==> config.mk <==
export PLATFORM = sky130hd
export DESIGN_NAME = conv3x3_engine_flat
export DESIGN_NICKNAME = d
export VERILOG_FILES = /design/src/rtl/conv3x3_engine_pkg.sv /design/src/rtl/conv3x3_engine_if.sv /design/src/rtl/conv3x3_window_mac.sv /design/src/rtl/conv3x3_engine.sv /design/src/flat_wrapper.sv
export SDC_FILE = /design/constraint.sdc
export NUM_CORES = 1
export LEC_CHECK = 0
export ABC_AREA = 1
export CAP_MARGIN = 20
export CORE_AREA = 2 2 173 175
export CTS_CLUSTER_DIAMETER = 30
export CTS_CLUSTER_SIZE = 10
export DETAILED_ROUTE_END_ITERATION = 10
export DIE_AREA = 0 0 175 177
export PLACE_DENSITY_LB_ADDON = 0.12
export SYNTH_ARGS = -nofsm -noshare
export SYNTH_HDL_FRONTEND = slang
export SYNTH_HIERARCHICAL = 1
export SYNTH_SLANG_ARGS = --single-unit
==> constraint.sdc <==
create_clock -name clk -period 11.6 [get_ports clk]
set_input_delay 1.74 -clock clk [delete_from_list [all_inputs] [get_ports clk]]
set_output_delay 1.74 -clock clk [all_outputs]
set_load 0.02 [all_outputs]
==> src/rtl/conv3x3_engine_pkg.sv <==
// Shared constants and state encoding for the 3x3 convolution engine.
// The image side and the weight/output widths are fixed here for every file that imports the package.
package conv3x3_engine_pkg;
    localparam int IMG_N = 6;
    localparam int K     = 3;
    localparam int OUT_N = IMG_N - K + 1;
    localparam int NWIN  = OUT_N * OUT_N;
    localparam int NTAP  = K * K;
    localparam int NPIX  = IMG_N * IMG_N;
    localparam int WW    = 4;
    localparam int OW    = 8;
    localparam int RC_W  = $clog2(OUT_N);
    localparam int PIX_W = $clog2(NPIX);

    typedef enum logic [1:0] {
        S_IDLE  = 2'd0,
        S_RUN   = 2'd1,
        S_DRAIN = 2'd2
    } state_t;
endpackage

==> src/rtl/conv3x3_engine_if.sv <==
// Frame control and result stream bundle between the engine (slave) and its driver/consumer (master).
// Stream handshake: a result transfers on a rising edge where out_valid & out_ready; while out_valid=1 and out_ready=0 every out_* field holds.
interface conv3x3_engine_if;
    import conv3x3_engine_pkg::*;

    logic                 start;
    logic [NPIX-1:0]      img;
    logic [NTAP*WW-1:0]   kernel;
    logic                 busy;
    logic                 done;
    logic                 out_valid;
    logic                 out_ready;
    logic signed [OW-1:0] out_data;
    logic [RC_W-1:0]      out_row;
    logic [RC_W-1:0]      out_col;
    logic                 out_last;

    modport master (
        output start, img, kernel, out_ready,
        input  busy, done, out_valid, out_data, out_row, out_col, out_last
    );

    modport slave (
        input  start, img, kernel, out_ready,
        output busy, done, out_valid, out_data, out_row, out_col, out_last
    );
endinterface

==> src/rtl/conv3x3_window_mac.sv <==
// Combinational 3x3 multiply-accumulate over binary pixels: each set pixel adds its signed weight.
// OW is wide enough for nine extreme weights, so the running sum never wraps.
module conv3x3_window_mac
    import conv3x3_engine_pkg::*;
(
    input  logic [NTAP-1:0]    i_pix,
    input  logic [NTAP*WW-1:0] i_w,
    output logic signed [OW-1:0] o_sum
);
    logic signed [OW-1:0] w_acc;
    logic [WW-1:0]        w_tap;

    always_comb begin
        w_acc = '0;
        w_tap = '0;
        for (int t = 0; t < NTAP; t++) begin
            w_tap = i_w[t*WW +: WW];
            if (i_pix[t]) begin
                w_acc = w_acc + {{(OW-WW){w_tap[WW-1]}}, w_tap};
            end
        end
        o_sum = w_acc;
    end
endmodule

==> src/rtl/conv3x3_engine.sv <==
// Captures a binary image and signed 3x3 kernel on start, then streams the feature map in raster order.
// Results are registered; a new window is loaded whenever the output register is empty or being drained.
module conv3x3_engine
    import conv3x3_engine_pkg::*;
#(
    parameter bit RELU = 1'b1
) (
    input  logic              clk,
    input  logic              rst,
    conv3x3_engine_if.slave   io_bus,
    output state_t            o_dbg_state
);
    state_t               r_state;
    state_t               w_next_state;
    logic [NPIX-1:0]      r_img;
    logic [NTAP*WW-1:0]   r_kernel;
    logic [RC_W-1:0]      r_row;
    logic [RC_W-1:0]      r_col;
    logic                 r_out_valid;
    logic                 r_out_last;
    logic                 r_done;
    logic signed [OW-1:0] r_out_data;
    logic [RC_W-1:0]      r_out_row;
    logic [RC_W-1:0]      r_out_col;

    logic                 w_capture;
    logic                 w_load;
    logic                 w_drain_fire;
    logic                 w_busy;
    logic                 w_at_last;
    logic [PIX_W-1:0]     w_base;
    logic [NTAP-1:0]      w_pix;
    logic signed [OW-1:0] w_sum;
    logic signed [OW-1:0] w_result;

    assign w_at_last = (int'(r_row) * OUT_N + int'(r_col)) == (NWIN - 1);

    // Window (r,c) starts at pixel r*IMG_N+c of the captured image.
    always_comb begin
        w_base = PIX_W'(r_row) * PIX_W'(IMG_N) + PIX_W'(r_col);
        w_pix  = '0;
        for (int i = 0; i < K; i++) begin
            for (int j = 0; j < K; j++) begin
                w_pix[i*K+j] = r_img[w_base + PIX_W'(i*IMG_N + j)];
            end
        end
    end

    conv3x3_window_mac u_mac (
        .i_pix (w_pix),
        .i_w   (r_kernel),
        .o_sum (w_sum)
    );

    assign w_result = (RELU && w_sum < 0) ? '0 : w_sum;

    always_ff @(posedge clk) begin
        if (rst) begin
            r_state <= S_IDLE;
        end else begin
            r_state <= w_next_state;
        end
    end

    always_comb begin
        w_next_state = r_state;
        unique case (r_state)
            S_IDLE:  if (io_bus.start) w_next_state = S_RUN;
            S_RUN:   if (w_load && w_at_last) w_next_state = S_DRAIN;
            S_DRAIN: if (w_drain_fire) w_next_state = S_IDLE;
            default: w_next_state = S_IDLE;
        endcase
    end

    always_comb begin
        w_capture    = 1'b0;
        w_load       = 1'b0;
        w_drain_fire = 1'b0;
        w_busy       = 1'b1;
        unique case (r_state)
            S_IDLE: begin
                w_busy    = 1'b0;
                w_capture = io_bus.start;
            end
            S_RUN:   w_load       = !r_out_valid || io_bus.out_ready;
            S_DRAIN: w_drain_fire = r_out_valid && io_bus.out_ready;
            default: w_busy       = 1'b0;
        endcase
    end

    // Image and kernel are only meaningful after a capture, so they carry no reset.
    always_ff @(posedge clk) begin
        if (w_capture) begin
            r_img    <= io_bus.img;
            r_kernel <= io_bus.kernel;
        end
    end

    always_ff @(posedge clk) begin
        if (rst) begin
            r_row       <= '0;
            r_col       <= '0;
            r_out_valid <= 1'b0;
            r_out_last  <= 1'b0;
            r_out_data  <= '0;
            r_out_row   <= '0;
            r_out_col   <= '0;
            r_done      <= 1'b0;
        end else begin
            r_done <= w_drain_fire;
            if (w_capture) begin
                r_row <= '0;
                r_col <= '0;
            end
            if (w_load) begin
                r_out_data  <= w_result;
                r_out_row   <= r_row;
                r_out_col   <= r_col;
                r_out_last  <= w_at_last;
                r_out_valid <= 1'b1;
                if (r_col == RC_W'(OUT_N - 1)) begin
                    r_col <= '0;
                    r_row <= r_row + 1'b1;
                end else begin
                    r_col <= r_col + 1'b1;
                end
            end
            if (w_drain_fire) begin
                r_out_valid <= 1'b0;
            end
        end
    end

    assign io_bus.busy      = w_busy;
    assign io_bus.done      = r_done;
    assign io_bus.out_valid = r_out_valid;
    assign io_bus.out_data  = r_out_data;
    assign io_bus.out_row   = r_out_row;
    assign io_bus.out_col   = r_out_col;
    assign io_bus.out_last  = r_out_last;
    assign o_dbg_state      = r_state;
endmodule

==> src/flat_wrapper.sv <==
// flat-port wrapper written by rule: the top's interface ports become plain ports
module conv3x3_engine_flat import conv3x3_engine_pkg::*;
#(
    parameter bit RELU = 1'b1
)
  (clk, rst, o_dbg_state, io_bus_start, io_bus_img, io_bus_kernel, io_bus_out_ready, io_bus_busy, io_bus_done, io_bus_out_valid, io_bus_out_data, io_bus_out_row, io_bus_out_col, io_bus_out_last);
  conv3x3_engine_if io_bus_i ();
  input  logic clk;
  input  logic rst;
  output state_t o_dbg_state;
  input wire logic [$bits(io_bus_i.start)-1:0] io_bus_start;
  input wire logic [$bits(io_bus_i.img)-1:0] io_bus_img;
  input wire logic [$bits(io_bus_i.kernel)-1:0] io_bus_kernel;
  input wire logic [$bits(io_bus_i.out_ready)-1:0] io_bus_out_ready;
  output wire logic [$bits(io_bus_i.busy)-1:0] io_bus_busy;
  output wire logic [$bits(io_bus_i.done)-1:0] io_bus_done;
  output wire logic [$bits(io_bus_i.out_valid)-1:0] io_bus_out_valid;
  output wire logic [$bits(io_bus_i.out_data)-1:0] io_bus_out_data;
  output wire logic [$bits(io_bus_i.out_row)-1:0] io_bus_out_row;
  output wire logic [$bits(io_bus_i.out_col)-1:0] io_bus_out_col;
  output wire logic [$bits(io_bus_i.out_last)-1:0] io_bus_out_last;
  assign io_bus_i.start = io_bus_start;
  assign io_bus_i.img = io_bus_img;
  assign io_bus_i.kernel = io_bus_kernel;
  assign io_bus_i.out_ready = io_bus_out_ready;
  assign io_bus_busy = io_bus_i.busy;
  assign io_bus_done = io_bus_i.done;
  assign io_bus_out_valid = io_bus_i.out_valid;
  assign io_bus_out_data = io_bus_i.out_data;
  assign io_bus_out_row = io_bus_i.out_row;
  assign io_bus_out_col = io_bus_i.out_col;
  assign io_bus_out_last = io_bus_i.out_last;
  conv3x3_engine #(.RELU(RELU)) u_core (.clk(clk), .rst(rst), .io_bus(io_bus_i), .o_dbg_state(o_dbg_state));
endmodule
After elaboration in Yosys (flattened, before gate mapping)
Cells that the tools add are included.
- mux-type cells: 42
- reductions and logical operators: 9
- add/subtract/negate cells: 20
- multipliers: 1
- eq/ne operators: 7
- bitwise operators: 0
- $lt $le $gt $ge: 10
- shift-type cells: 0
- div/mod/pow operators: 0
- operators with widths (operator ; count):
    8-bit 2-to-1 mux ; 10
    8-bit adder ; 8
    6-bit by 7-bit < comparator with 1-bit output, second input constant ; 9
    1-bit binary-select mux with 6-bit select ; 9
    32-bit by 5-bit == test with 1-bit output, second input constant ; 1
    6-bit by 4-bit adder with 6-bit output, second input constant ; 4
    2-bit 2-to-1 mux ; 9
    1-bit 2-to-1 mux ; 13
    6-bit by 3-bit adder with 6-bit output, second input constant ; 2
    8-bit by 1-bit < comparator with 1-bit output, second input constant ; 1
    5-bit by 2-bit adder with 6-bit output ; 1
    6-bit by 1-bit adder with 6-bit output, second input constant ; 1
    6-bit by 2-bit adder with 6-bit output, second input constant ; 1
    2-bit case mux with 3 select lines ; 1
    4-bit by 2-bit adder with 5-bit output ; 1
    2-bit by 1-bit adder with 2-bit output, second input constant ; 2
    2-bit == test, second input constant ; 2
    2-bit by 2-bit multiplier with 4-bit output, second input constant ; 1
    2-bit by 1-bit inequality test with 1-bit output, second input constant ; 2
    2-bit OR reduction ; 2
    3-bit AND reduction ; 1
    2-bit by 1-bit == test with 1-bit output, second input constant ; 1
    1-bit logical AND ; 2
    2-bit logical NOT ; 1
    4 further kinds ; 4
- bits in registers: 93
- ROM bits: 0
- latch bits: 0
- logic and storage cells: 100
- memory bits (writable): 0
- memories: 0

Logic depth before layout (Yosys ltp)
Gate-level depths: netlist of the first run.
- word-level depth: 23
- depth in mapped cells: 78
- gate-level depth less buffers: 77

Modules after synthesis
Netlist of the first run, hierarchy kept.
- by module, submodules not included (module ; cells each ; times used ; area an instance (µm²) ; sequential area each (µm²)):
    conv3x3_engine ; 690 ; 1 ; 5376.4 ; 2562.5
    conv3x3_window_mac ; 559 ; 1 ; 3249.4 ; 0.0

Least setup slack after synthesis of the first run
Ideal clock, no wire load.
- kind: register to register
- start: reg u_core.r_row[0]
- end: reg u_core.r_out_data[2] (netlist: u_core/io_bus.out_data[2])
- path slack: 2.113 ns
- setup time: 0.071 ns
- cell stages (with the launch flop): 68
- arrival time: 9.417 ns
- path through: dfxtp_1 inv_1 ha_1 inv_2 ha_1 buf_4 nand3_1 nand3_1 nand3_1 nand3_1 nand2_1 nand2_1 nand2_1 inv_1 ha_1 inv_1 fa_1 o21ai_2 [... 32 more ...] and2_1 ha_1 nand2_1 o21a_1 nand3_1 nand2_1 nor2_1 inv_1 nand2_1 nand2_1 nand2_1 nand2_1 nand3b_1 nand2_1 inv_1 inv_1 nand3_1 a21oi_1
- longest elaborated chain between the ends: 23
- elaborated cells between the ends (all ways): 47
- those cells by class: 17 x add/sub; 1 x mul; 1 x order compare; 28 x mux
- ends and longest elaborated chain (element ; RTL line ; text):
    start: declaration ; conv3x3_engine.sv:17 ; logic [RC_W-1:0] r_row;
    start signal: assignment ; conv3x3_engine.sv:123 ; r_row <= r_row + 1'b1;
    2-bit by 2-bit multiplier with 4-bit output * ; conv3x3_engine.sv:40 ; w_base = PIX_W'(r_row) * PIX_W'(IMG_N) + PIX_W'(r_col);
    5-bit by 2-bit adder with 6-bit output * ; conv3x3_engine.sv:40 ;
    1-bit binary-select mux with 6-bit select * ; conv3x3_engine.sv:44 ; w_pix[i*K+j] = r_img[w_base + PIX_W'(i*IMG_N + j)];
    1-bit 2-to-1 mux (implied by the code) * ; conv3x3_engine.sv:44 ;
    named net u_core.w_pix[0] ; conv3x3_engine.sv:32 ; logic [NTAP-1:0] w_pix;
    8-bit 2-to-1 mux * ; conv3x3_window_mac.sv:18 ; if (i_pix[t]) begin
    8-bit adder ; conv3x3_window_mac.sv:19 ; w_acc = w_acc + {{(OW-WW){w_tap[WW-1]}}, w_tap};
    8-bit 2-to-1 mux * ; conv3x3_window_mac.sv:18 ;
    [... 9 more ...] ; - ;
    8-bit 2-to-1 mux * ; conv3x3_window_mac.sv:18 ;
    8-bit adder ; conv3x3_window_mac.sv:19 ;
    8-bit 2-to-1 mux * ; conv3x3_window_mac.sv:18 ;
    8-bit adder ; conv3x3_window_mac.sv:19 ;
    8-bit 2-to-1 mux * ; conv3x3_window_mac.sv:18 ;
    named net u_core.w_sum[7] ; conv3x3_engine.sv:33 ; logic signed [OW-1:0] w_sum;
    8-bit by 1-bit < comparator with 1-bit output * ; conv3x3_engine.sv:55 ; assign w_result = (RELU && w_sum < 0) ? '0 : w_sum;
    8-bit 2-to-1 mux * ; conv3x3_engine.sv:55 ;
    end signal: assignment ; conv3x3_engine.sv:116 ; r_out_data <= w_result;
    end: declaration ; conv3x3_engine.sv:22 ; logic signed [OW-1:0] r_out_data;
Mark *: on every way through the listed nets, which the timed path passes. The rest lies on a longest branch. The select of a mux whose other input is x is not followed.
A chain may end at the register's enable or synchronous reset.

Final worst setup path of the first run
- start: reg u_core.r_col[1]
- end: reg u_core.r_out_data[2] (netlist: u_core/io_bus.out_data[2])
- longest elaborated chain between the ends: 22
- elaborated cells between the ends (all ways): 46
- those cells by class: 17 x add/sub; 1 x order compare; 28 x mux
- ends and longest elaborated chain (element ; RTL line ; text):
    start: declaration ; conv3x3_engine.sv:18 ; logic [RC_W-1:0] r_col;
    start signal: assignment ; conv3x3_engine.sv:125 ; r_col <= r_col + 1'b1;
    5-bit by 2-bit adder with 6-bit output * ; conv3x3_engine.sv:40 ;
    1-bit binary-select mux with 6-bit select * ; conv3x3_engine.sv:44 ;
    1-bit 2-to-1 mux (implied by the code) * ; conv3x3_engine.sv:44 ;
    named net u_core.w_pix[0] ; conv3x3_engine.sv:32 ;
    8-bit 2-to-1 mux * ; conv3x3_window_mac.sv:18 ;
    8-bit adder ; conv3x3_window_mac.sv:19 ;
    8-bit 2-to-1 mux * ; conv3x3_window_mac.sv:18 ;
    8-bit adder ; conv3x3_window_mac.sv:19 ;
    [... 8 more ...] ; - ;
    8-bit 2-to-1 mux * ; conv3x3_window_mac.sv:18 ;
    8-bit adder ; conv3x3_window_mac.sv:19 ;
    8-bit 2-to-1 mux * ; conv3x3_window_mac.sv:18 ;
    8-bit adder ; conv3x3_window_mac.sv:19 ;
    8-bit 2-to-1 mux * ; conv3x3_window_mac.sv:18 ;
    named net u_core.w_sum[7] ; conv3x3_engine.sv:33 ;
    8-bit by 1-bit < comparator with 1-bit output * ; conv3x3_engine.sv:55 ;
    8-bit 2-to-1 mux * ; conv3x3_engine.sv:55 ;
Marked as above.

==> results.json, run 1 <==
{
  "fillers": 3117,
  "clockRootBuffer": "clkbuf_16",
  "routedWlPerCell_um": 13.8,
  "ant_nets": 0,
  "layout_common_cells": "nand2_1 (413), nand3_1 (214), inv_1 (130)",
  "ys_seq_elements": 92,
  "die_w_um": 175,
  "drtIter0Drc": 461,
  "area_delta_synth_final_pct": 18.4,
  "crit_slowest_cell": "ha_2",
  "status": "finished clean",
  "setup.worst_path.start_class": "flip-flop",
  "clkSinkCount": 92,
  "grt_max_degree": 53,
  "path_max_fanout": 23,
  "htree_levels": 3,
  "hold_slack_ns": 0.465,
  "min_path_type": "flip-flop to flip-flop",
  "ys_seq_area_share_pct": 29.7,
  "grt_pass1_wl_mm": 39.0,
  "slew_headroom_pct": 39.0,
  "drv_cap": 0,
  "drc": 0,
  "min_period_ns": 10.49,
  "synth_area_per_cell_um2": 6.91,
  "grt_overflow_total": 0,
  "finalSetupViolCount": 0,
  "die-area_um2": 31000,
  "finalMaxSlewViolations": 0,
  "dp_hpwl_mm": 19.0,
  "die_y_um": 177,
  "synth_fp_nets": 1402,
  "hold_viol_final": 0,
  "nets": 1480,
  "cts_tree": "done",
  "synth_warnings": 6,
  "fin_skew_ns": 0.00774,
  "dr_total_vias": 8089,
  "drive_above_1_share_pct": 6.31,
  "numCtsBuffers": 9,
  "worstPathArrival_ns": 10.76,
  "yosysTopAreaCell": "edfxtp_1",
  "rsz0062_at_grt": "no",
  "ys.flop_type": "edfxtp_1",
  "syn_area_um2": 8630,
  "rr_worst_depth": 66,
  "diodes": 0,
  "path_class": "flip-flop to flip-flop",
  "io_pins": 94,
  "wl_mm": 23.8,
  "fin_tns_setup_ns": 0,
  "crit_path_frequent_cell": "nand2_1",
  "start_util_pct": 29.5,
  "max_freq_mhz": 95.3,
  "final_common_cell": "nand2_1",
  "finalCritPeriodShare_pct": 90.4,
  "synth_edf_count": 72,
  "row_count": 63,
  "portBuffers": 92,
  "synth_cells": 1249,
  "synth-async-reset-ratio_pct": 0,
  "synth.area.top_cells": "edfxtp_1 (25%), nand2_1 (18%), nand3_1 (12%), ha_1 (9.9%), inv_1 (5.7%)",
  "antenna_found_initial": 0,
  "via_per_inst": 4.70,
  "core-area_um2": 29200,
  "grt_pass1_vias": 7761,
  "synth_top_area_share_pct": 25.1,
  "worst_pin_slew_ns": 0.909,
  "cts_buffer_depth": 2,
  "end_kind": "flip-flop",
  "crit_required_ns": 11.87,
  "place_congestion": 0.913,
  "clk_pin_slew_ns": 0.08,
  "cpPeakStageDelay_ns": 0.42,
  "track_usage_pct": 15.7,
  "firstDrtPassIters": 5,
  "min_path_cells": 2,
  "clk-insertion-delay-late_ns": 0.36,
  "synth.distinct_cells": 48
}
==> metrics by stage <==
stage                     utilization (%)  area [um^2]  instances  worst slack (ns)
after floorplan                         -         8630       1249              2.11
after global placement               33.9         9900       1706             0.753
after detailed placement             33.9         9900       1706             0.708
after CTS                            34.9        10200       1722             0.658
after global routing                 34.9        10200       1722           0.00748
final                                34.9        10200       1722              1.11
==> metal layers <==
layer | wire, um | track usage, %
met2 | 11300 | 27.3
met4 | 330 | 3.96
met3 | 835 | 2.41
met5 | 0 | 0
met1 | 11300 | 20.5
==> cells by family after synthesis <==
logic type	synth area share [%]
simple gates	38.3
buf+inv	8.59
compound gates	8.01
flops	29.7
fa+ha+maj	12.0
xor+xnor	3.44
other cells	0.0435
==> final cells by class <==
class	count	area, um^2	area share (%)
multi-input combinational	975	5340	52.3
sequential	92	2560	25.1
inverter	152	571	5.58
tap	390	488	4.78
clock buffer	9	225	2.20
clock inverter	7	68.8	0.674
timing repair buffer	97	958	9.38
==> critical path: cells and delay by family (launching register included) <==
kind                       cells  cell delay [ns]
buffers and inverters         11             1.11
and+or+nand+nor               34             3.99
adders and majority gates     10             3.30
xor gates and xnor gates       5             0.66
DFF                            1             0.41
AOI/OAI and AO/OA              6             0.92
==> sequential cells by signal, indices dropped and copies added, names as in the netlist <==
name                     count
u_core/o_dbg_state           2
u_core/r_row                 2
u_core/r_col                 2
u_core/io_bus.out_valid      1
u_core/io_bus.out_last       1
u_core/r_kernel             36
u_core/io_bus.out_col        2
u_core/io_bus.out_row        2
u_core/io_bus.out_data       7
u_core/r_img                36
u_core/io_bus.done           1
==> Yosys cell counts, types with 7 or more instances <==
| cell | instances |
|---|---|
| xnor2_1 | 11 |
| nand3_1 | 214 |
| ha_1 | 68 |
| nand2_2 | 13 |
| buf_2 | 12 |
| buf_4 | 9 |
| inv_2 | 18 |
| or2_2 | 9 |
| o21ai_1 | 14 |
| nor2_1 | 41 |
| inv_1 | 131 |
| dfxtp_1 | 20 |
| a21oi_1 | 50 |
| nand2_1 | 413 |
| fa_1 | 9 |
| clkbuf_1 | 7 |
| edfxtp_1 | 72 |
| xor2_1 | 21 |
| o21ai_0 | 24 |
| and2_1 | 19 |
| nand4_1 | 18 |
==> timing repair <==
item	in CTS	in global routing
buffers inserted	0	0
setup endpoints to repair	0	7
hold buffers	0	0
gates resized for setup	0	4
==> worst paths after layout <==
kind	slack [ns]	from	end
worst max-delay path	1.11	u_core/r_col[1]	u_core/io_bus.out_data[2]
worst min-delay path	0.46	u_core/io_bus.out_row[1]	u_core/io_bus.out_row[1]
worst max register to register	1.11	u_core/r_col[1]	u_core/io_bus.out_data[2]
worst min register to register	0.46	u_core/io_bus.out_row[1]	u_core/io_bus.out_row[1]
Power of run 1 is left out: the tool's default activity adds up to more than one toggle a clock period on the data nets, which glitch-free logic cannot reach.
==> run 2: changes to the inputs <==
- CORE_AREA: 2 2 173 175 -> 2 2 170 172
- DIE_AREA: 0 0 175 177 -> 0 0 172 174
- SYNTH_HIERARCHICAL: 1 -> default
==> run 2 against run 1 <==
  * Register-to-register slack gained 0.27 ns
  * Core utilization grew 0.14 points
  * Setup slack gained 0.27 ns
  * Critical endpoint is now u_core.io_bus.out_data[4]
  * Highest routed layer unchanged
==> results.json, run 2 <==
{
  "status": "finished clean",
  "finalSetupViolCount": 0,
  "grt_overflow_total": 0,
  "final_common_cell": "nand2_1",
  "worst_pin_slew_ns": 0.724,
  "synth_top_area_share_pct": 26.0,
  "grt_max_degree": 47,
  "routedWlPerCell_um": 14.0,
  "post_cts_resized": 0,
  "row_count": 62,
  "yosysMostFrequentCell": "nand2_1",
  "grt_pass1_vias": 7267,
  "drv_cap": 0,
  "finalCritPeriodShare_pct": 88.2,
  "max_freq_mhz": 97.8,
  "area_delta_synth_final_pct": 19.2,
  "drive_above_1_share_pct": 7.38,
  "slew_headroom_pct": 51.4,
  "dp_slack_ns": 1.38,
  "drtIter0Drc": 531,
  "path_class": "flip-flop to flip-flop",
  "wl_mm": 22.2,
  "fin_skew_ns": 0.00713,
  "crit_slowest_cell": "ha_1",
  "grt.met3_usage_pct": 2.03,
  "firstDrtPassIters": 6,
  "dp_hpwl_mm": 18.0,
  "clk-insertion-delay-late_ns": 0.36,
  "rsz0062_at_grt": "no",
  "crit_path_frequent_cell": "nand2_1",
  "clk_pin_slew_ns": 0.07,
  "clkSinkCount": 92,
  "hold_viol_final": 0,
  "finalMaxSlewViolations": 0,
  "crit_required_ns": 11.82,
  "yosysTopAreaCell": "edfxtp_1",
  "crit_buf_inv": 8,
  "start_util_pct": 29.4,
  "portBuffers": 92,
  "synth_warnings": 0,
  "die_w_um": 172,
  "cpPeakStageDelay_ns": 0.48,
  "htree_levels": 3,
  "fin_tns_setup_ns": 0,
  "grt_pass1_wl_mm": 36.6,
  "dr_total_vias": 7400,
  "grt_use_met2_pct": 24.3,
  "die_y_um": 174,
  "cts_buffer_depth": 2,
  "gr-max-usage-layer": "met2",
  "nets": 1357,
  "diodes": 0,
  "clockRootBuffer": "clkbuf_16",
  "cp_top_family": "simple AND/OR/NAND/NOR gates",
  "synth_cells": 1118,
  "setup.worst_path.start_class": "flip-flop",
  "synth_area_per_cell_um2": 7.43,
  "met1_usage_pct": 21.9,
  "drc": 0,
  "stdcell_count": 1590,
  "track_usage_pct": 15.4,
  "setup_ws_ns": 1.37,
  "io_pins": 94,
  "cts-hold-fix-buffers": 0,
  "ys_seq_elements": 92,
  "cts_tree": "done",
  "numCtsBuffers": 9,
  "ys.flop_type": "edfxtp_1",
  "worstPathArrival_ns": 10.45,
  "ys_seq_area_share_pct": 30.8,
  "synth-async-reset-ratio_pct": 0,
  "ant_nets": 0,
  "netlist_top_cells_count": "nand2_1 (297), nand3_1 (199), inv_1 (114)",
  "path_max_fanout": 28,
  "min_period_ns": 10.23,
  "core-area_um2": 28200,
  "syn_area_um2": 8310,
  "via_per_inst": 4.65,
  "cts_setup_buffers": 0,
  "dp_cells": 1574,
  "antenna_found_initial": 0,
  "end_kind": "flip-flop",
  "place_congestion": 0.939,
  "synth_edf_count": 72,
  "min_path_type": "flip-flop to flip-flop",
  "synth.area.top_cells": "edfxtp_1 (26%), nand2_1 (13%), nand3_1 (12%), ha_1 (11%), inv_1 (5.1%)",
  "synth_fp_nets": 1274,
  "synth.distinct_cells": 51,
  "die-area_um2": 29900,
  "layout_common_cells": "nand2_1 (297), nand3_1 (199), inv_1 (113)"
}
-- run 2: final timing paths --
path                                              from                        end  slack (ns)  depth (start not counted)
worst min-delay path            u_core.io_bus.out_last     u_core.io_bus.out_last        0.47                          2
worst max-delay path                   u_core.r_row[0]  u_core.io_bus.out_data[4]        1.37                         57
worst min register to register  u_core.io_bus.out_last     u_core.io_bus.out_last        0.47                          2
worst max register to register         u_core.r_row[0]  u_core.io_bus.out_data[4]        1.37                         57
-- run 2: through the flow --
stage	hold WS, ns	cell area (um^2)	utilization, %
finish	0.470	9900	35.1
global route	0.504	9900	35.1
CTS	0.476	9900	35.1
detailed placement	0.465	9580	33.9
global placement	0.457	9580	33.9
floorplan	0.490	8310	-
-- run 2: cells by family (layout without fill, tap and decap cells) --
group / after synthesis / after routing / share of synthesized area (%)
other: 1 / 1 / 0.0451
buffers and inverters: 152 / 240 / 8.00
multiplexers: 1 / 1 / 0.120
flip-flops: 92 / 92 / 30.8
AND/OR/NAND/NOR: 612 / 612 / 33.5
AO/OA/AOI/OAI: 136 / 136 / 9.41
adder cells (fa/ha/maj): 80 / 80 / 12.9
XOR/XNOR: 44 / 44 / 5.09
-- run 2: layout make-up --
type / instances / area (um^2)
Fill cell: 3047 / 18300
Clock buffer: 9 / 225
Multi-Input combinational cell: 874 / 5080
Sequential cell: 92 / 2560
Clock inverter: 7 / 103
Timing Repair Buffer: 99 / 973
Tap cell: 384 / 480
Inverter: 125 / 477
-- run 2: worst min-delay path, cell delays in order (launching register included) --
cell and delay, ns:
dfxtp_1 0.31, nand2_1 0.06, a21oi_1 0.05
-- run 2: routing by layer --
layer / up-vias / share of wire, %
li1: 3921 / -
met3: 24 / 3.8
met5: - / 0
met1: 3309 / 51
met4: 0 / 1.9
met2: 146 / 43
Power of run 2 is left out for the same reason.
